--- src/rtl/ladybird_uart_loader.sv ---
// ladybird_uart_loader: receives a length-prefixed image over UART RX and
// writes it word-by-word onto the instruction bus. `done` releases the core.
module ladybird_uart_loader #(
  parameter logic [15:0] WTIME     = 16'h364,
  parameter logic [31:0] BASE_ADDR = 32'h0000_0000,
  parameter int unsigned MAX_WORDS = 1024
) (
  input  logic        clk,
  input  logic        rst,
  input  logic        uart_rxd,
  output logic        bus_req,
  input  logic        bus_gnt,
  output logic [31:0] bus_addr,
  output logic [3:0]  bus_wstrb,
  output logic [31:0] bus_data,
  output logic        busy,
  output logic        done,
  output logic        err,
  output logic [1:0]  err_code,
  output logic [15:0] word_count
);

  typedef enum logic [1:0] {R_IDLE, R_START, R_DATA, R_STOP} rx_state_t;
  typedef enum logic [1:0] {L_LEN, L_DATA, L_DONE, L_ERR} ld_state_t;

  localparam logic [1:0] E_FRAME   = 2'b01;
  localparam logic [1:0] E_OVERRUN = 2'b10;
  localparam logic [1:0] E_LENGTH  = 2'b11;

  // Saturating word counter increment.
  function automatic logic [15:0] sat_inc16(input logic [15:0] v);
    return (v == 16'hffff) ? v : v + 16'd1;
  endfunction

  // ---------------- RX line synchroniser ----------------
  logic rxd_p0, rxd_p1, rxd_p2;
  logic rx_fall;

  // Two-flop synchroniser plus one history flop for falling-edge detection.
  always_ff @(posedge clk) begin
    if (rst) begin
      rxd_p0 <= 1'b1;
      rxd_p1 <= 1'b1;
      rxd_p2 <= 1'b1;
    end else begin
      rxd_p0 <= uart_rxd;
      rxd_p1 <= rxd_p0;
      rxd_p2 <= rxd_p1;
    end
  end

  assign rx_fall = rxd_p2 & ~rxd_p1;

  // ---------------- RX byte FSM ----------------
  rx_state_t   rx_state, rx_next;
  logic [15:0] cnt, cnt_next;
  logic [2:0]  bitn, bitn_next;
  logic [7:0]  sh, sh_next;
  logic        byte_valid, frame_err, expire;

  assign expire = (cnt <= 16'd1);

  // RX state and bit-timing registers; the shift register carries data only.
  always_ff @(posedge clk) begin
    if (rst) begin
      rx_state <= R_IDLE;
      cnt      <= 16'd0;
      bitn     <= 3'd0;
    end else begin
      rx_state <= rx_next;
      cnt      <= cnt_next;
      bitn     <= bitn_next;
    end
    sh <= sh_next;
  end

  // RX next-state: start-bit qualification at mid-bit, 8 data bits LSB first, stop check.
  always_comb begin
    rx_next    = rx_state;
    cnt_next   = cnt;
    bitn_next  = bitn;
    sh_next    = sh;
    byte_valid = 1'b0;
    frame_err  = 1'b0;
    case (rx_state)
      R_IDLE: begin
        if (rx_fall) begin
          rx_next  = R_START;
          cnt_next = WTIME >> 1;
        end
      end
      R_START: begin
        if (expire) begin
          if (!rxd_p1) begin
            rx_next   = R_DATA;
            cnt_next  = WTIME;
            bitn_next = 3'd0;
          end else begin
            rx_next = R_IDLE;
          end
        end else begin
          cnt_next = cnt - 16'd1;
        end
      end
      R_DATA: begin
        if (expire) begin
          sh_next  = {rxd_p1, sh[7:1]};
          cnt_next = WTIME;
          if (bitn == 3'd7) rx_next = R_STOP;
          else              bitn_next = bitn + 3'd1;
        end else begin
          cnt_next = cnt - 16'd1;
        end
      end
      R_STOP: begin
        if (expire) begin
          if (rxd_p1) byte_valid = 1'b1;
          else        frame_err  = 1'b1;
          rx_next = R_IDLE;
        end else begin
          cnt_next = cnt - 16'd1;
        end
      end
      default: rx_next = R_IDLE;
    endcase
  end

  // ---------------- Loader FSM and bus master ----------------
  ld_state_t   ld_state, ld_next;
  logic [1:0]  byte_idx, idx_next;
  logic [23:0] asm_word, asm_next;
  logic [31:0] len, len_next;
  logic [31:0] hold, hold_next;
  logic        req, req_next;
  logic [15:0] wc, wc_next;
  logic [1:0]  ecode, ecode_next;
  logic [31:0] word_in;
  logic        granted, last_word;

  assign word_in   = {sh, asm_word};
  assign granted   = req && bus_gnt;
  assign last_word = granted && ({16'd0, sat_inc16(wc)} == len);

  // Loader control registers reset; assembled/held words are pure data.
  always_ff @(posedge clk) begin
    if (rst) begin
      ld_state <= L_LEN;
      byte_idx <= 2'd0;
      req      <= 1'b0;
      wc       <= 16'd0;
      ecode    <= 2'b00;
    end else begin
      ld_state <= ld_next;
      byte_idx <= idx_next;
      req      <= req_next;
      wc       <= wc_next;
      ecode    <= ecode_next;
    end
    asm_word <= asm_next;
    len      <= len_next;
    hold     <= hold_next;
  end

  // Loader next-state: length capture, word assembly, handshake, overrun and error handling.
  always_comb begin
    ld_next    = ld_state;
    idx_next   = byte_idx;
    asm_next   = asm_word;
    len_next   = len;
    hold_next  = hold;
    req_next   = req;
    wc_next    = wc;
    ecode_next = ecode;
    case (ld_state)
      L_LEN: begin
        if (frame_err) begin
          ld_next    = L_ERR;
          ecode_next = E_FRAME;
        end else if (byte_valid) begin
          asm_next = word_in[31:8];
          idx_next = byte_idx + 2'd1;
          if (byte_idx == 2'd3) begin
            if (word_in == 32'd0) begin
              ld_next = L_DONE;
            end else if (word_in > MAX_WORDS) begin
              ld_next    = L_ERR;
              ecode_next = E_LENGTH;
            end else begin
              ld_next  = L_DATA;
              len_next = word_in;
            end
          end
        end
      end
      L_DATA: begin
        if (granted) begin
          req_next = 1'b0;
          wc_next  = sat_inc16(wc);
          if (last_word) ld_next = L_DONE;
        end
        if (frame_err) begin
          ld_next    = L_ERR;
          ecode_next = E_FRAME;
          req_next   = 1'b0;
        end else if (byte_valid && !last_word) begin
          asm_next = word_in[31:8];
          idx_next = byte_idx + 2'd1;
          if (byte_idx == 2'd3) begin
            if (req && !bus_gnt) begin
              // Previous word still waiting: drop the new one and withdraw the request.
              ld_next    = L_ERR;
              ecode_next = E_OVERRUN;
              req_next   = 1'b0;
            end else begin
              hold_next = word_in;
              req_next  = 1'b1;
            end
          end
        end
      end
      L_DONE:  req_next = 1'b0;
      L_ERR:   req_next = 1'b0;
      default: ld_next = L_ERR;
    endcase
  end

  // Address follows the committed count, which only moves when a request completes.
  assign bus_req    = req;
  assign bus_wstrb  = req ? 4'hf : 4'h0;
  assign bus_addr   = req ? (BASE_ADDR + {14'd0, wc, 2'b00}) : 32'd0;
  assign bus_data   = req ? hold : 32'd0;
  assign busy       = (ld_state == L_DATA);
  assign done       = (ld_state == L_DONE);
  assign err        = (ld_state == L_ERR);
  assign err_code   = ecode;
  assign word_count = wc;

endmodule

--- config.mk ---
export PLATFORM = sky130hd
export DESIGN_NAME = ladybird_uart_loader
export DESIGN_NICKNAME = d
export VERILOG_FILES = /design/src/rtl/ladybird_uart_loader.sv
export SDC_FILE = /design/constraint.sdc
export NUM_CORES = 1
export LEC_CHECK = 0
export ABC_AREA = 1
export BUFFER_PORTS_ARGS = -buffer_cell sky130_fd_sc_hd__buf_2
export CAP_MARGIN = 20
export CORE_MARGIN = 2
export CORE_UTILIZATION = 46
export CTS_BUF_LIST = sky130_fd_sc_hd__clkbuf_4
export DETAILED_ROUTE_END_ITERATION = 8
export PLACE_DENSITY = 0.66
export SLEW_MARGIN = 20
export SYNTH_ARGS = -nofsm -noshare
export SYNTH_HDL_FRONTEND = slang
export SYNTH_SLANG_ARGS = --single-unit
export TNS_END_PERCENT = 20
--- constraint.sdc ---
create_clock -name clk -period 7.4 [get_ports clk]
set_clock_uncertainty 0.2 [all_clocks]
set_input_delay 0.74 -clock clk [delete_from_list [all_inputs] [get_ports clk]]
set_output_delay 0.74 -clock clk [all_outputs]
set_load 0.02 [all_outputs]
# Word level (Yosys, flattened, before mapping)
# Index checks and enable logic that the tools add are counted.
# word_totals
reg_bits	143
in_bits	4
out_inout_bits	90
word_cells	146
# classes
n_addsub	4
order_cmp	2
eq_ne	30
muxes	66
bitwise_logic	6
reduce_logical	23
# ops
op	count
$mux W16	6
$mux W24	4
$pmux W16 S4	1
$mux W2	30
$pmux W24 S2	1
$eq A16 B32 Y1	1
$gt A32 B11 Y1 const B	1
$logic_not A32 Y1	1
$mux W32	1
$ne A2 B2 Y1 const B	11
$reduce_and A5 Y1	4
$mux W18	1
$add A16 B1 Y16 const B	1
$eq A16 B16 Y1 const B	1
$le A16 B1 Y1 const B	1
$sub A16 B1 Y16 const B	1
$ne A3 B3 Y1 const B	5
$mux W3	4
$pmux W2 S2	3
$mux W1	11
$eq A2 B2 Y1 const B	5
$ne A3 B1 Y1 const B	3
$pmux W2 S4	1
$reduce_and A8 Y1	1
other kinds (18)	32

# Longest topological paths before layout
# logic_depth
depth_word	11
depth_mapped	19
mapped_depth_nobuf	19

# Worst setup path before layout
# Ideal clock, no wire load.
# synth_path
path_kind	reg-to-reg
from	register cnt[0]
to	register len[0], enable pin
setup_time_ps	502
arrival_ps	4476
t_required_ps	6698
path_slack_ps	2222
path_stages_with_launch	11
path_buffers	0
period_less_slack_ps	5178
path_cell_list	dfxtp_1 -> inv_1 -> ha_1 -> o21ai_0 -> nor2_1 -> nand2_1 -> nor2_2 -> inv_1 -> nor2_1 -> nand2_1 -> nor4_1
# synth_via
elab_chain_cells	5
elab_cells_between_ends	7
cone_classes	order compare (1); mux (4); bitwise (1); reduce/logical (1)
# synth_lines
item	line	rtl
start: declaration	56	logic [15:0] cnt, cnt_next;
start signal: assignment	71	cnt <= cnt_next;
$le A16 B1 Y1 (*)	61	assign expire = (cnt <= 16'd1);
$mux W1	116	if (expire) begin
$mux W1	85	case (rx_state)
$not A1 Y1 (no source line)	n/a	
$reduce_and A6 Y1 (no source line) (*)	n/a	
end signal: assignment	160	len <= len_next;
end: declaration	132	logic [31:0] len, len_next;
# Mark *: on every way between the ends. The rest lies on a longest branch, timed or not.
# A chain may end at the register's enable or synchronous reset.

# Final worst setup path
# layout_path
from	register wc[0] (netlist: word_count[0])
to	register asm_word[2], enable pin
# layout_via
elab_chain_cells	8
elab_cells_between_ends	9
cone_classes	add/sub (1); eq/ne (3); mux (1); reduce/logical (4)
# layout_lines
item	line	rtl
start: declaration	135	logic [15:0] wc, wc_next;
start signal: assignment	156	wc <= wc_next;
$add A16 B1 Y16 or $eq A16 B16 Y1 (tied branches)	32	return (v == 16'hffff) ? v : v + 16'd1;
$mux W16 (*)	n/a	
$eq A16 B32 Y1 (*)	142	assign last_word = granted && ({16'd0, sat_inc16(wc)} == len);
$logic_and A1 B1 Y1 (*)	142	
$logic_not A1 Y1 (*)	205	end else if (byte_valid && !last_word) begin
$logic_and A1 B1 Y1 (*)	205	
$ne A2 B1 Y1 (no source line) (*)	n/a	
$reduce_and A5 Y1 (no source line) (*)	n/a	
end signal: assignment	159	asm_word <= asm_next;
end: declaration	131	logic [23:0] asm_word, asm_next;
# Marks and branches as above.

==> impl_metrics.env <==
export IMPL_status="finished clean"
export IMPL_synth_avg_cell_area_sq_um=8.62
export IMPL_mostFrequentLayoutCells="nand2_1, inv_1, edfxtp_1"
export IMPL_cts_setup_buffers=0
export IMPL_grt_total_usage_pct=19.7
export IMPL_die_y_um=127
export IMPL_startpoint_type="flip-flop"
export IMPL_fin_crit_sh_pct=41.7
export IMPL_swShare_pct=33.9
export IMPL_power_frac_comb_pct=20.7
export IMPL_die_width_um=127
export IMPL_setup_viol=0
export IMPL_wl_mm=15.2
export IMPL_cts_resized_gates=0
export IMPL_initial_core_util_pct=47.5
export IMPL_cts_root_buf="clkbuf_4"
export IMPL_drc_errors=0
export IMPL_multiInputGateArea_sq_um=2430
export IMPL_path_max_fanout=25
export IMPL_place_area_sq_um=7440
export IMPL_nNetsFinal=901
export IMPL_ant_nets=0
export IMPL_fin_crit_ps=3090
export IMPL_required_ps=7410
export IMPL_grt_pass1_wl_mm=24.8
export IMPL_drive_above_1_share_pct=15.6
export IMPL_clk_path_buf_depth=2
export IMPL_gp_congestion=0.966
export IMPL_grt_antenna_before_repair=1
export IMPL_critPathArrivalTime_ps=3100
export IMPL_power_w=0.00180
export IMPL_wl_per_cell_um=14.1
export IMPL_intPower_w=0.00119
export IMPL_design_area_sq_um=7730
export IMPL_setup_tns_ps=0
export IMPL_rows=44
export IMPL_cts_inserted_buffers=17
export IMPL_portBuffers=77
export IMPL_p_clk_share_pct=28.4
export IMPL_synth_edf_count=96
export IMPL_cts_tree="built"
export IMPL_fill_cells=1391
export IMPL_end_kind="flip-flop"
export IMPL_yosysWarnings=0
export IMPL_power_density_nw_per_um2=233
export IMPL_drt_pass1_iterations=5
export IMPL_dp_slack_ps=4300
export IMPL_synth_distinct_cells=40
export IMPL_htreeDepth=4
export IMPL_maxCapViolCount=0
export IMPL_max_freq_ghz=0.324
export IMPL_p_switching_w=0.000611
export IMPL_syn_cell_area_sq_um=6950
export IMPL_regArea_sq_um=3820
export IMPL_core_sq_um=14600
export IMPL_drt_initial_drc_count=386
export IMPL_rsz0062_at_grt="no"
export IMPL_slew_headroom_pct=35.5
export IMPL_place_hpwl_mm=11.1
export IMPL_layout_setup_ws_ps=4310
export IMPL_worstMarginPinSlew_ps=968
export IMPL_slew_violations=0
export IMPL_cts_clk_slew_worst_paths_ps=140
export IMPL_io_pins=94
export IMPL_p_seq_share_pct=50.9
export IMPL_synth_cells=807
export IMPL_critPathKind="reg2reg"
export IMPL_grt_overflow=0
export IMPL_synthFlopType="edfxtp_1"
export IMPL_power_leakage_nw=3.75
export IMPL_irDropWorstVdd_mv=0.155
export IMPL_clkLatencyLatePin_ps=570
export IMPL_grt_pass1_vias=4991
export IMPL_areaGrowthSynthToFinish_pct=11.2
export IMPL_ys_ff_latch=143
export IMPL_cts_hold_buffers=0
export IMPL_seq_area_frac_synth_pct=55.0
export IMPL_route_vias_total=5406
export IMPL_hp_class="in2reg"
export IMPL_async_reset_ff_share_pct=0
export IMPL_clkSinkCount=143
export IMPL_routed_via_density=4.98
export IMPL_final_common_cell="nand2_1"
export IMPL_grt_max_degree=57
export IMPL_dieArea_sq_um=16100
export IMPL_hold_viol=0
[cells in the mapped netlist (6+ instances only)]
cell type	instances	area share, %
dfxtp_1	47	14
nand3_1	46	3.3
nand4_1	12	1.1
inv_1	142	7.7
xor2_1	10	1.3
ha_1	11	2.0
nor3_1	9	0.65
edfxtp_1	96	41
nor4_1	14	1.3
nand2_1	184	9.9
buf_4	20	2.2
nor2_1	90	4.9
or2_2	6	0.54
o21ai_0	30	2.2
clkbuf_1	11	0.59
a21oi_1	27	1.9
[final cells by class]
class,count,share of cell area [%]
Antenna cell,2,0.0647
Clock buffer,17,1.65
Clock inverter,15,2.14
Inverter,145,7.04
Multi-Input combinational cell,499,31.4
Sequential cell,143,49.5
Tap cell,184,2.98
Timing Repair Buffer,80,5.27
[power by group through the flow]
stage | clock network [W] | registers [W] | logic, W
3_5_place_dp | 0 | 0.000936 | 0.000371
4_1_cts | 0.000526 | 0.000918 | 0.000373
5_1_grt | 0.000558 | 0.000925 | 0.000432
3_3_place_gp | 0 | 0.000936 | 0.000368
2_1_floorplan | 0 | 0.000926 | 0.000303
6_report | 0.000512 | 0.000918 | 0.000373
[state kept, by name, summed over array words and instances (netlist names), named ones only]
name and count:
hold 32, len 32, asm_word 24, cnt 16, word_count 16, sh 8
bitn 3, byte_idx 2, err_code 2, ld_state 2, bus_req 1, rx_state 1
rxd_p0 1, rxd_p1 1, rxd_p2 1
[stage by stage]
step / utilization [%] / hold WS (ps) / instances
after floorplan: - / 189 / 822
final: 52.8 / 147 / 1085
after detailed placement: 50.8 / 197 / 1051
after CTS: 52.8 / 102 / 1083
after global placement: 50.8 / 198 / 1051
after global routing: 52.8 / 106 / 1085
[metal layers]
layer	vias up	wire, um	track usage [%]	share of wire (%)
li1	2750	-	-	-
met1	2456	6990	26.0	46
met2	169	7120	31.8	47
met3	31	779	4.72	5.1
met4	0	366	7.50	2.4
met5	-	0	0	0
[cells by family (layout without fill, tap and decap cells)]
logic type | after synthesis | after routing | synth area share (%)
buffers and inverters | 180 | 257 | 11.0
other | 1 | 18 | 0.0539
and+or+nand+nor | 380 | 380 | 23.8
xor gates and xnor gates | 13 | 13 | 1.64
adders and majority gates | 11 | 11 | 1.98
DFF | 143 | 143 | 55.0
AOI/OAI and AO/OA | 79 | 79 | 6.50
[final timing paths]
path                                    start     endpoint  slack (ps)  cells after the start
worst max-delay path            word_count[0]  asm_word[2]        4310                     15
worst min-delay path                 uart_rxd       rxd_p0         150                      2
worst max register to register  word_count[0]  asm_word[2]        4310                     15
worst min register to register         rxd_p0       rxd_p1         230                      1
[critical path, cell delays in order (launching register included)]
cell and delay [ps]:
dfxtp_1 460, ha_1 230, nand3_2 180, nor2_4 260, nand2_4 190, nand2_1 130, nand3b_1 100, nand2_1 80
nor2_1 50, nand3_1 70, nor2_1 40, nand2_1 110, nand2_2 70, nand2_2 70, nand2_2 70, inv_2 410
(Power assumes the default switching activity.)
